[src/rtl/seg_pkg.sv]
// Shared constants for the seven-segment capture path: active-high segment
// patterns {a..g}, decoded code values and the capture FSM state type.
package seg_pkg;

    localparam logic [6:0] SEG_0     = 7'b1111110;
    localparam logic [6:0] SEG_1     = 7'b0110000;
    localparam logic [6:0] SEG_2     = 7'b1101101;
    localparam logic [6:0] SEG_3     = 7'b1111001;
    localparam logic [6:0] SEG_4     = 7'b0110011;
    localparam logic [6:0] SEG_5     = 7'b1011011;
    localparam logic [6:0] SEG_6     = 7'b1011111;
    localparam logic [6:0] SEG_7     = 7'b1110000;
    localparam logic [6:0] SEG_8     = 7'b1111111;
    localparam logic [6:0] SEG_9     = 7'b1111011;
    localparam logic [6:0] SEG_BLANK = 7'b0000000;

    localparam logic [3:0] CODE_BLANK = 4'hF;
    localparam logic [3:0] CODE_ERR   = 4'hE;

    typedef enum logic [1:0] {
        IDLE  = 2'd0,
        TRACK = 2'd1,
        HELD  = 2'd2
    } cap_state_t;

    function automatic logic is_decimal(input logic [3:0] code);
        return (code <= 4'd9);
    endfunction

endpackage

[src/rtl/seg_decode.sv]
// Combinational seven-segment (active-high, bit 6 = a) to BCD decoder.
// Blank maps to CODE_BLANK, any unrecognised pattern to CODE_ERR.
module seg_decode
    import seg_pkg::*;
(
    input  logic [6:0] pattern,
    output logic [3:0] code
);

    always_comb begin
        code = CODE_ERR;
        case (pattern)
            SEG_0:     code = 4'd0;
            SEG_1:     code = 4'd1;
            SEG_2:     code = 4'd2;
            SEG_3:     code = 4'd3;
            SEG_4:     code = 4'd4;
            SEG_5:     code = 4'd5;
            SEG_6:     code = 4'd6;
            SEG_7:     code = 4'd7;
            SEG_8:     code = 4'd8;
            SEG_9:     code = 4'd9;
            SEG_BLANK: code = CODE_BLANK;
            default:   code = CODE_ERR;
        endcase
    end

endmodule

[src/rtl/seg_capture.sv]
// Receiver for the multiplexed seven-segment bus: stability-qualifies each digit
// pattern, decodes it to BCD and reports frames/errors. SEG_CAPTURE_DP_EN adds decimal-point capture.
module seg_capture
    import seg_pkg::*;
#(
    parameter int NUM_DIGITS    = 6,
    parameter int STABLE_CYCLES = 4,
    parameter bit ACTIVE_LOW    = 1'b1
) (
    input  logic                    clk,
    input  logic                    rst,
    input  logic [6:0]              seg_in,
`ifdef SEG_CAPTURE_DP_EN
    input  logic                    seg_dp,
    output logic [NUM_DIGITS-1:0]   dp_out,
`endif
    input  logic [NUM_DIGITS-1:0]   dig_sel,
    input  logic                    err_clr,
    output logic [4*NUM_DIGITS-1:0] digits_out,
    output logic [NUM_DIGITS-1:0]   digit_valid,
    output logic                    frame_valid,
    output logic                    err_flag
);

    localparam int CNT_W = $clog2(STABLE_CYCLES + 1);
`ifdef SEG_CAPTURE_DP_EN
    localparam int SAMP_W = 8;
`else
    localparam int SAMP_W = 7;
`endif

    logic [SAMP_W-1:0]       samp_raw;
    logic [SAMP_W-1:0]       samp_q;
    logic [SAMP_W-1:0]       prev_q;
    logic [SAMP_W-1:0]       samp_ah;
    logic [NUM_DIGITS-1:0]   sel_q;
    logic [NUM_DIGITS-1:0]   prev_sel_q;
    cap_state_t              state_q;
    cap_state_t              state_d;
    logic [CNT_W-1:0]        cnt_q;
    logic [CNT_W-1:0]        cnt_d;
    logic                    commit;
    logic                    sel_ok;
    logic                    changed;
    logic [3:0]              code;
    logic [4*NUM_DIGITS-1:0] digits_q;
    logic [NUM_DIGITS-1:0]   valid_q;
    logic [NUM_DIGITS-1:0]   mask_q;
    logic [NUM_DIGITS-1:0]   mask_d;
    logic                    mask_full;
    logic                    frame_q;
    logic                    err_q;

`ifdef SEG_CAPTURE_DP_EN
    logic [NUM_DIGITS-1:0]   dp_q;
    assign samp_raw = {seg_dp, seg_in};
`else
    assign samp_raw = seg_in;
`endif

    // One register stage on the bus plus a one-deep history for the stability compare
    always_ff @(posedge clk) begin
        if (rst) begin
            samp_q     <= '0;
            prev_q     <= '0;
            sel_q      <= '0;
            prev_sel_q <= '0;
        end else begin
            samp_q     <= samp_raw;
            sel_q      <= dig_sel;
            prev_q     <= samp_q;
            prev_sel_q <= sel_q;
        end
    end

    assign samp_ah = ACTIVE_LOW ? ~samp_q : samp_q;
    assign sel_ok  = $onehot(sel_q);
    assign changed = (samp_q != prev_q) || (sel_q != prev_sel_q);

    seg_decode u_decode (
        .pattern (samp_ah[6:0]),
        .code    (code)
    );

    always_ff @(posedge clk) begin
        if (rst) begin
            state_q <= IDLE;
            cnt_q   <= '0;
        end else begin
            state_q <= state_d;
            cnt_q   <= cnt_d;
        end
    end

    // Commit fires only on the TRACK->HELD step, i.e. once the counter has
    // already reached STABLE_CYCLES and the newest sample still matches.
    always_comb begin
        state_d = state_q;
        cnt_d   = cnt_q;
        commit  = 1'b0;
        case (state_q)
            IDLE: begin
                if (sel_ok) begin
                    state_d = TRACK;
                    cnt_d   = CNT_W'(1);
                end
            end
            TRACK: begin
                if (!sel_ok) begin
                    state_d = IDLE;
                    cnt_d   = '0;
                end else if (changed) begin
                    cnt_d = CNT_W'(1);
                end else if (cnt_q >= CNT_W'(STABLE_CYCLES)) begin
                    state_d = HELD;
                    commit  = 1'b1;
                end else begin
                    cnt_d = cnt_q + CNT_W'(1);
                end
            end
            HELD: begin
                if (!sel_ok) begin
                    state_d = IDLE;
                    cnt_d   = '0;
                end else if (changed) begin
                    state_d = TRACK;
                    cnt_d   = CNT_W'(1);
                end
            end
            default: begin
                state_d = IDLE;
                cnt_d   = '0;
            end
        endcase
    end

    always_ff @(posedge clk) begin
        if (rst) begin
            digits_q <= {NUM_DIGITS{CODE_BLANK}};
            valid_q  <= '0;
        end else if (commit) begin
            for (int k = 0; k < NUM_DIGITS; k++) begin
                if (sel_q[k]) begin
                    digits_q[4*k +: 4] <= code;
                    valid_q[k]         <= is_decimal(code);
                end
            end
        end
    end

    // A full mask produces the pulse and restarts the frame on the same edge
    assign mask_full = &mask_q;
    assign mask_d    = (mask_full ? '0 : mask_q) | (commit ? sel_q : '0);

    always_ff @(posedge clk) begin
        if (rst) begin
            mask_q  <= '0;
            frame_q <= 1'b0;
            err_q   <= 1'b0;
        end else begin
            mask_q  <= mask_d;
            frame_q <= mask_full;
            if (commit && (code == CODE_ERR)) begin
                err_q <= 1'b1;
            end else if (err_clr) begin
                err_q <= 1'b0;
            end
        end
    end

`ifdef SEG_CAPTURE_DP_EN
    always_ff @(posedge clk) begin
        if (rst) begin
            dp_q <= '0;
        end else if (commit) begin
            for (int k = 0; k < NUM_DIGITS; k++) begin
                if (sel_q[k]) begin
                    dp_q[k] <= samp_ah[7];
                end
            end
        end
    end

    assign dp_out = dp_q;
`endif

    assign digits_out  = digits_q;
    assign digit_valid = valid_q;
    assign frame_valid = frame_q;
    assign err_flag    = err_q;

endmodule

[config.mk]
export PLATFORM = sky130hd
export DESIGN_NAME = seg_capture
export DESIGN_NICKNAME = d
export VERILOG_FILES = /design/src/rtl/seg_pkg.sv /design/src/rtl/seg_decode.sv /design/src/rtl/seg_capture.sv
export SDC_FILE = /design/constraint.sdc
export NUM_CORES = 1
export LEC_CHECK = 0
export BUFFER_PORTS_ARGS = -buffer_cell sky130_fd_sc_hd__buf_2
export CAP_MARGIN = 20
export CORE_ASPECT_RATIO = 0.9
export CORE_UTILIZATION = 60
export CTS_CLUSTER_DIAMETER = 80
export CTS_CLUSTER_SIZE = 20
export DETAILED_ROUTE_END_ITERATION = 8
export GPL_TIMING_DRIVEN = 0
export PLACE_DENSITY = 0.84
export SLEW_MARGIN = 25
export SYNTH_ARGS = -nofsm -noshare
export SYNTH_HDL_FRONTEND = slang
export SYNTH_HIERARCHICAL = 1
export SYNTH_SLANG_ARGS = --single-unit
[constraint.sdc]
create_clock -name clk -period 8.8 [get_ports clk]
set_clock_uncertainty 0.15 [all_clocks]
set_input_delay 0.44 -clock clk [delete_from_list [all_inputs] [get_ports clk]]
set_output_delay 0.44 -clock clk [all_outputs]
set_load 0.01 [all_outputs]
Yosys cells after proc, flatten, opt, wreduce, memory -nomap -nowiden --
Index checks and enable logic that the tools add are counted.
Cells by class: reductions and logical operators 14, bitwise logic cells 2, $add $sub $neg 6, equality and inequality tests 21, $lt $le $gt $ge 2, multiplexer cells 23
Operators with widths (count):
- $eq 7x7->1 const B | 8
- $pmux 4 s11 | 1
- $mux 3 | 6
- $eq 7x6->1 const B | 2
- $mux 2 | 6
- $mux 6 | 2
- $reduce_and 2->1 | 6
- $ne 3x3->1 const B | 3
- $pmux 3 s3 | 1
- $logic_not 7->1 | 1
- $ne 7x7->1 | 1
- $not 7->7 | 1
- $add 1x1->2 | 3
- $mux 1 | 6
- $ne 6x6->1 | 1
- $or 6x6->6 | 1
- $pmux 2 s3 | 1
- $reduce_and 6->1 | 1
- $eq 4x4->1 const B | 1
- $le 4x4->1 const B | 1
- $ne 4x4->1 const B | 1
- $reduce_and 4->1 | 1
- $add 2x2->3 | 1
- $add 3x1->3 const B | 1
- other kinds (11) | 11
Storage, ports and cells: output and inout bits 32, input bits 16, logic and storage cells 89, register bits 69

Longest topological paths before layout --
depth in word-level cells 8, mapped depth 13, depth with buffers taken out 12

By module --
Netlist, hierarchy kept.
Modules (own cells, without submodules):
- seg_capture | cells each 276, instances 1, seq. area each 1381.3 µm², area each 2787.7 µm²
- seg_decode | cells each 45, instances 1, seq. area each 0.0 µm², area each 292.8 µm²

Least setup slack after synthesis --
Ideal clock, no wire load.
path kind register to register, from reg sel_q[0], to reg err_q, in the netlist err_flag, period minus slack after synthesis 3427 ps, arrival 3207 ps, path buffers 1, setup time 70 ps, cell stages (with the launch flop) 14, required time 8580 ps, path slack 5373 ps, cell sequence dfxtp_1 -> inv_1 -> fa_1 -> fa_1 -> inv_1 -> ha_1 -> fa_1 -> nor2_1 -> nand2_1 -> nor3_1 -> buf_6 -> nand2_1 -> or3_1 -> a21oi_1
Between the ends: longest elaborated chain between the ends 8, elaborated cells on any way between the ends 12, those cells by class add/sub (3); eq/ne (2); mux (4); reduce/logical (3)
RTL lines:
- from (decl) | line seg_capture.sv:36 | logic [NUM_DIGITS-1:0] sel_q;
- from (signal assigned) | line seg_capture.sv:70 | sel_q <= dig_sel;
- $add 1x1->2 (not written as such) | line seg_capture.sv:77 | assign sel_ok = $onehot(sel_q);
- $add 2x2->3 (not written as such) | line seg_capture.sv:77
- $add 3x2->3 (not written as such) | line seg_capture.sv:77
- $eq 3x1->1 | line seg_capture.sv:77
- $mux 1 * | line seg_capture.sv:109 | if (!sel_ok) begin
- $mux 1 * | line seg_capture.sv:101 | case (state_q)
- $logic_and 1x1->1 * | line seg_capture.sv:163 | if (commit && (code == CODE_ERR)) begin
- $mux 1 or $reduce_bool 2->1 (tied branches)
- to (signal assigned) | line seg_capture.sv:159 | err_q <= 1'b0;
- to (signal assigned) | line seg_capture.sv:164 | err_q <= 1'b1;
- to (signal assigned) | line seg_capture.sv:166 | err_q <= 1'b0;
- to (decl) | line seg_capture.sv:52 | logic err_q;
Every way passes the cells marked *; elsewhere a longest branch is shown, timed or not. A chain may end at the register's enable or synchronous reset.

Worst setup path after layout --
Ends and elaborated chain as after synthesis.

==> impl_results.md <==
- Slowest cell delay on critical path: between 500 and 600 ps
- Status: complete, no violations
- Vias in the first global route: 2302
- Largest net degree at the start of global routing: 13
- Crit. End Element: flop
- Place WS: 5140 ps
- FF-to-FF setup slack: 5120 ps
- Area Growth Syn to Fin: 17.9%
- Leakage power: 0.00161 uW
- First-pass GRT wire length: 10600 um
- Endpoints failing setup: 0
- Cell repeated most along the worst path: fa_1
- Vias: 2388
- Hold buffers post-CTS: 0
- CTS buffer count: 9
- Worst Slack Setup Final: about 5000 ps
- Post-cts sizing count: 0
- Reg2reg start: sel_q[0]
- Final net count: 400
- Die Height: about 70 um
- Clock latency at the later pin of the worst-skew pair: 340 ps
- All-layer global routing usage: 0.257
- Crit Path Max Fanout: 10
- Hold path start: seg_in[5]
- Biggest area consumer among synthesized cells: dfxtp_1
- HP Class: in2reg
- Final Hold Fails: 0
- Hpwl dp: 4470 um
- Syn Area/Cell: 9.60 um2
- Worst setup path class: reg2reg
- TritonCTS clock tree: done
- Grt total ovfl: 0
- Synth area leaders: dfxtp_1, mux2i_1, nor2_1
- RSZ-0062 raised after global routing: no
- Final ANT Viol Nets: 0
- Final GP Congestion: 0.865
- Fraction of post-synthesis cell area in the top cell type by area: 0.448
- Detailed Route WL: 6410 um
- Setup crit start kind: flop
- Worst r2r dst: err_flag
- Tmin final: 3680 ps
- Setup Fix Bufs, Post-CTS: 0
- CP Cell Sequence: inv_1 > fa_1 > fa_1 > inv_1 > ha_1 > fa_1 > nor2_1 > nand2_1 > nor3_1 > buf_6 > nand2_1 > or3_1 > a21oi_1
- Final Cycle Share: 0.418
- Peak Freq: 272 MHz
- Finished Layout Cells: 448
- Post-synthesis sequential area ratio: 0.448
- Synth warn: 6
- Max-Cap Viols: 0
- FFs w/ async S/R, synth: 0
- Count of pins over their slew limit: 0
- Die Span X: 77.5 um
- Cells after Synth: 321
- Pwr per Cell Area: 195 nW/um2
- I/O pin count: 48
- Post-synth cell types: 46
- Initial Util: 0.629
- EDFF count, synth: 0
- Crit path from: sel_q[0]
- Critical path required time: 8930 ps
- Clk sinks: 69
- Hold Path Stages: 2
- Residual DRC: 0
- CTS max path bufs: 2
- Root buf cell: clkbuf_8
- Worst path slowest cell: fa_1
- Worst Path Arrival: roughly 3800 ps
- Slew @ Worst Pin: 603 ps
- Predominant post-synthesis flop cell: dfxtp_1
- Iteration-0 DRC Markers: 109
- Antenna violations before repair: 0
- Yosys reg bits: 69
- Die area: 5430 um2
- Wire per inst: 14.3 um
- Placed cell count: 432
- Fin Setup TNS: 0 ps
- # rows: 24
- Worst Reg-to-Reg Cells: 13
- Number of diodes: 0
- Worst vdd ir: 0.122 mV
- Min-Delay Endpoint: samp_q[5]
- Layout cells sized above 1: 0.238
- FILL cells: 345
- Vias per std cell: 5.33
- Syn Nets: 343
- First-pass iteration count of the detailed router: 4
- Tot Pwr: 707 uW
- Relative slew slack: 0.597
- Mapped cell area: slightly above 3000 um2
- H-tree lvl count: 3
- CORE AREA: 4890 um2
- IO Port Bufs: 46
- Reg clk slew, reported paths: ~70 ps
[registers in the layout, summed over array words and instances, names as in the netlist]
| name | cells |
|---|---|
| frame_valid | 1 |
| prev_q | 7 |
| mask_q | 6 |
| digit_valid | 6 |
| digits_out | 24 |
| prev_sel_q | 6 |
| err_flag | 1 |
| state_q | 2 |
| sel_q | 6 |
| cnt_q | 3 |
| samp_q | 7 |
[critical path: cells and delay by family (launching register included)]
kind,cells,cell delay [ps]
simple gates,5,880
buf+inv,3,390
flops,1,440
compound gates,1,130
fa+ha+maj,4,1640
[cells in the mapped netlist, types with 2 or more instances]
cell      number
fa_1           3
buf_4          4
nor2b_1       16
nor3_1         3
dfxtp_1       69
and3_2         3
buf_6          6
or3_1          3
nand4_1        3
and3_4         2
nor3b_1        2
nand3_4        4
a311oi_1       3
nand2b_1       8
a21oi_1       11
clkbuf_1       7
inv_1         18
nand2_1       19
xor2_1        12
ha_1           3
nand3_1        7
mux2i_1       32
nor4_2         2
o21ai_0        8
nor2_1        50
and4_1         2
nor4_1         2
[cell usage in the layout (no fill, tap or decap), drive strengths merged, types with 2 or more instances in the layout]
| cell type | count |
|---|---|
| a21oi | 11 |
| a311oi | 3 |
| and2 | 2 |
| and3 | 6 |
| and4 | 3 |
| buf | 58 |
| bufinv | 3 |
| clkbuf | 17 |
| clkinv | 2 |
| dfxtp | 69 |
| fa | 3 |
| ha | 3 |
| inv | 18 |
| mux2i | 32 |
| nand2 | 19 |
| nand2b | 8 |
| nand3 | 11 |
| nand4 | 3 |
| nor2 | 50 |
| nor2b | 16 |
| nor3 | 3 |
| nor3b | 2 |
| nor4 | 4 |
| o21ai | 8 |
| or3 | 3 |
| xor2 | 13 |
[power by group]
group | switching, uW | internal, uW
clock network | 120 | 188
registers | 7.71 | 320
logic | 42.5 | 29.0
total | 170 | 537
[worst max-delay path by stage]
stage	endpoint	slack (ps)	depth (start not counted)
2_1_floorplan	err_flag	5370	13
3_3_place_gp	err_flag	5220	13
3_5_place_dp	err_flag	5140	13
4_1_cts	err_flag	5110	13
5_1_grt	err_flag	4860	13
6_report	err_flag	5120	13
[cell families after synthesis]
family          count (synthesis)  share of synthesized area
compound gates                 31                     0.0650
xor+xnor                       14                     0.0422
fa+ha+maj                       6                     0.0317
buf+inv                        37                     0.0703
flops                          69                      0.448
mux                            32                      0.104
simple gates                  132                      0.238
[metal layers]
metal  vias up  track usage  part of all wire
met5         -            0                 0
met2        45        0.417              0.48
met1      1144        0.324              0.47
li1       1183            -                 -
met3        16       0.0444             0.024
met4         0        0.143             0.025
[cell type report]
type	instances	area (um2)	area share
plain buffers	19	149	0.0410
inverters	18	67.6	0.0186
clock buffers	10	128	0.0351
multi-input cells	215	1480	0.408
clock inverters	6	111	0.0307
flip-flops and latches	69	1380	0.380
repair buffers	46	230	0.0634
well taps	65	81.3	0.0224
[per-stage QoR]
stage,hold WS (ps),area (um2),util
floorplan,282,3080,-
global placement,292,3390,0.693
detailed placement,302,3390,0.693
CTS,143,3630,0.742
global route,167,3630,0.742
finish,148,3630,0.742
Note: power is estimated with default switching activity, not from simulation.
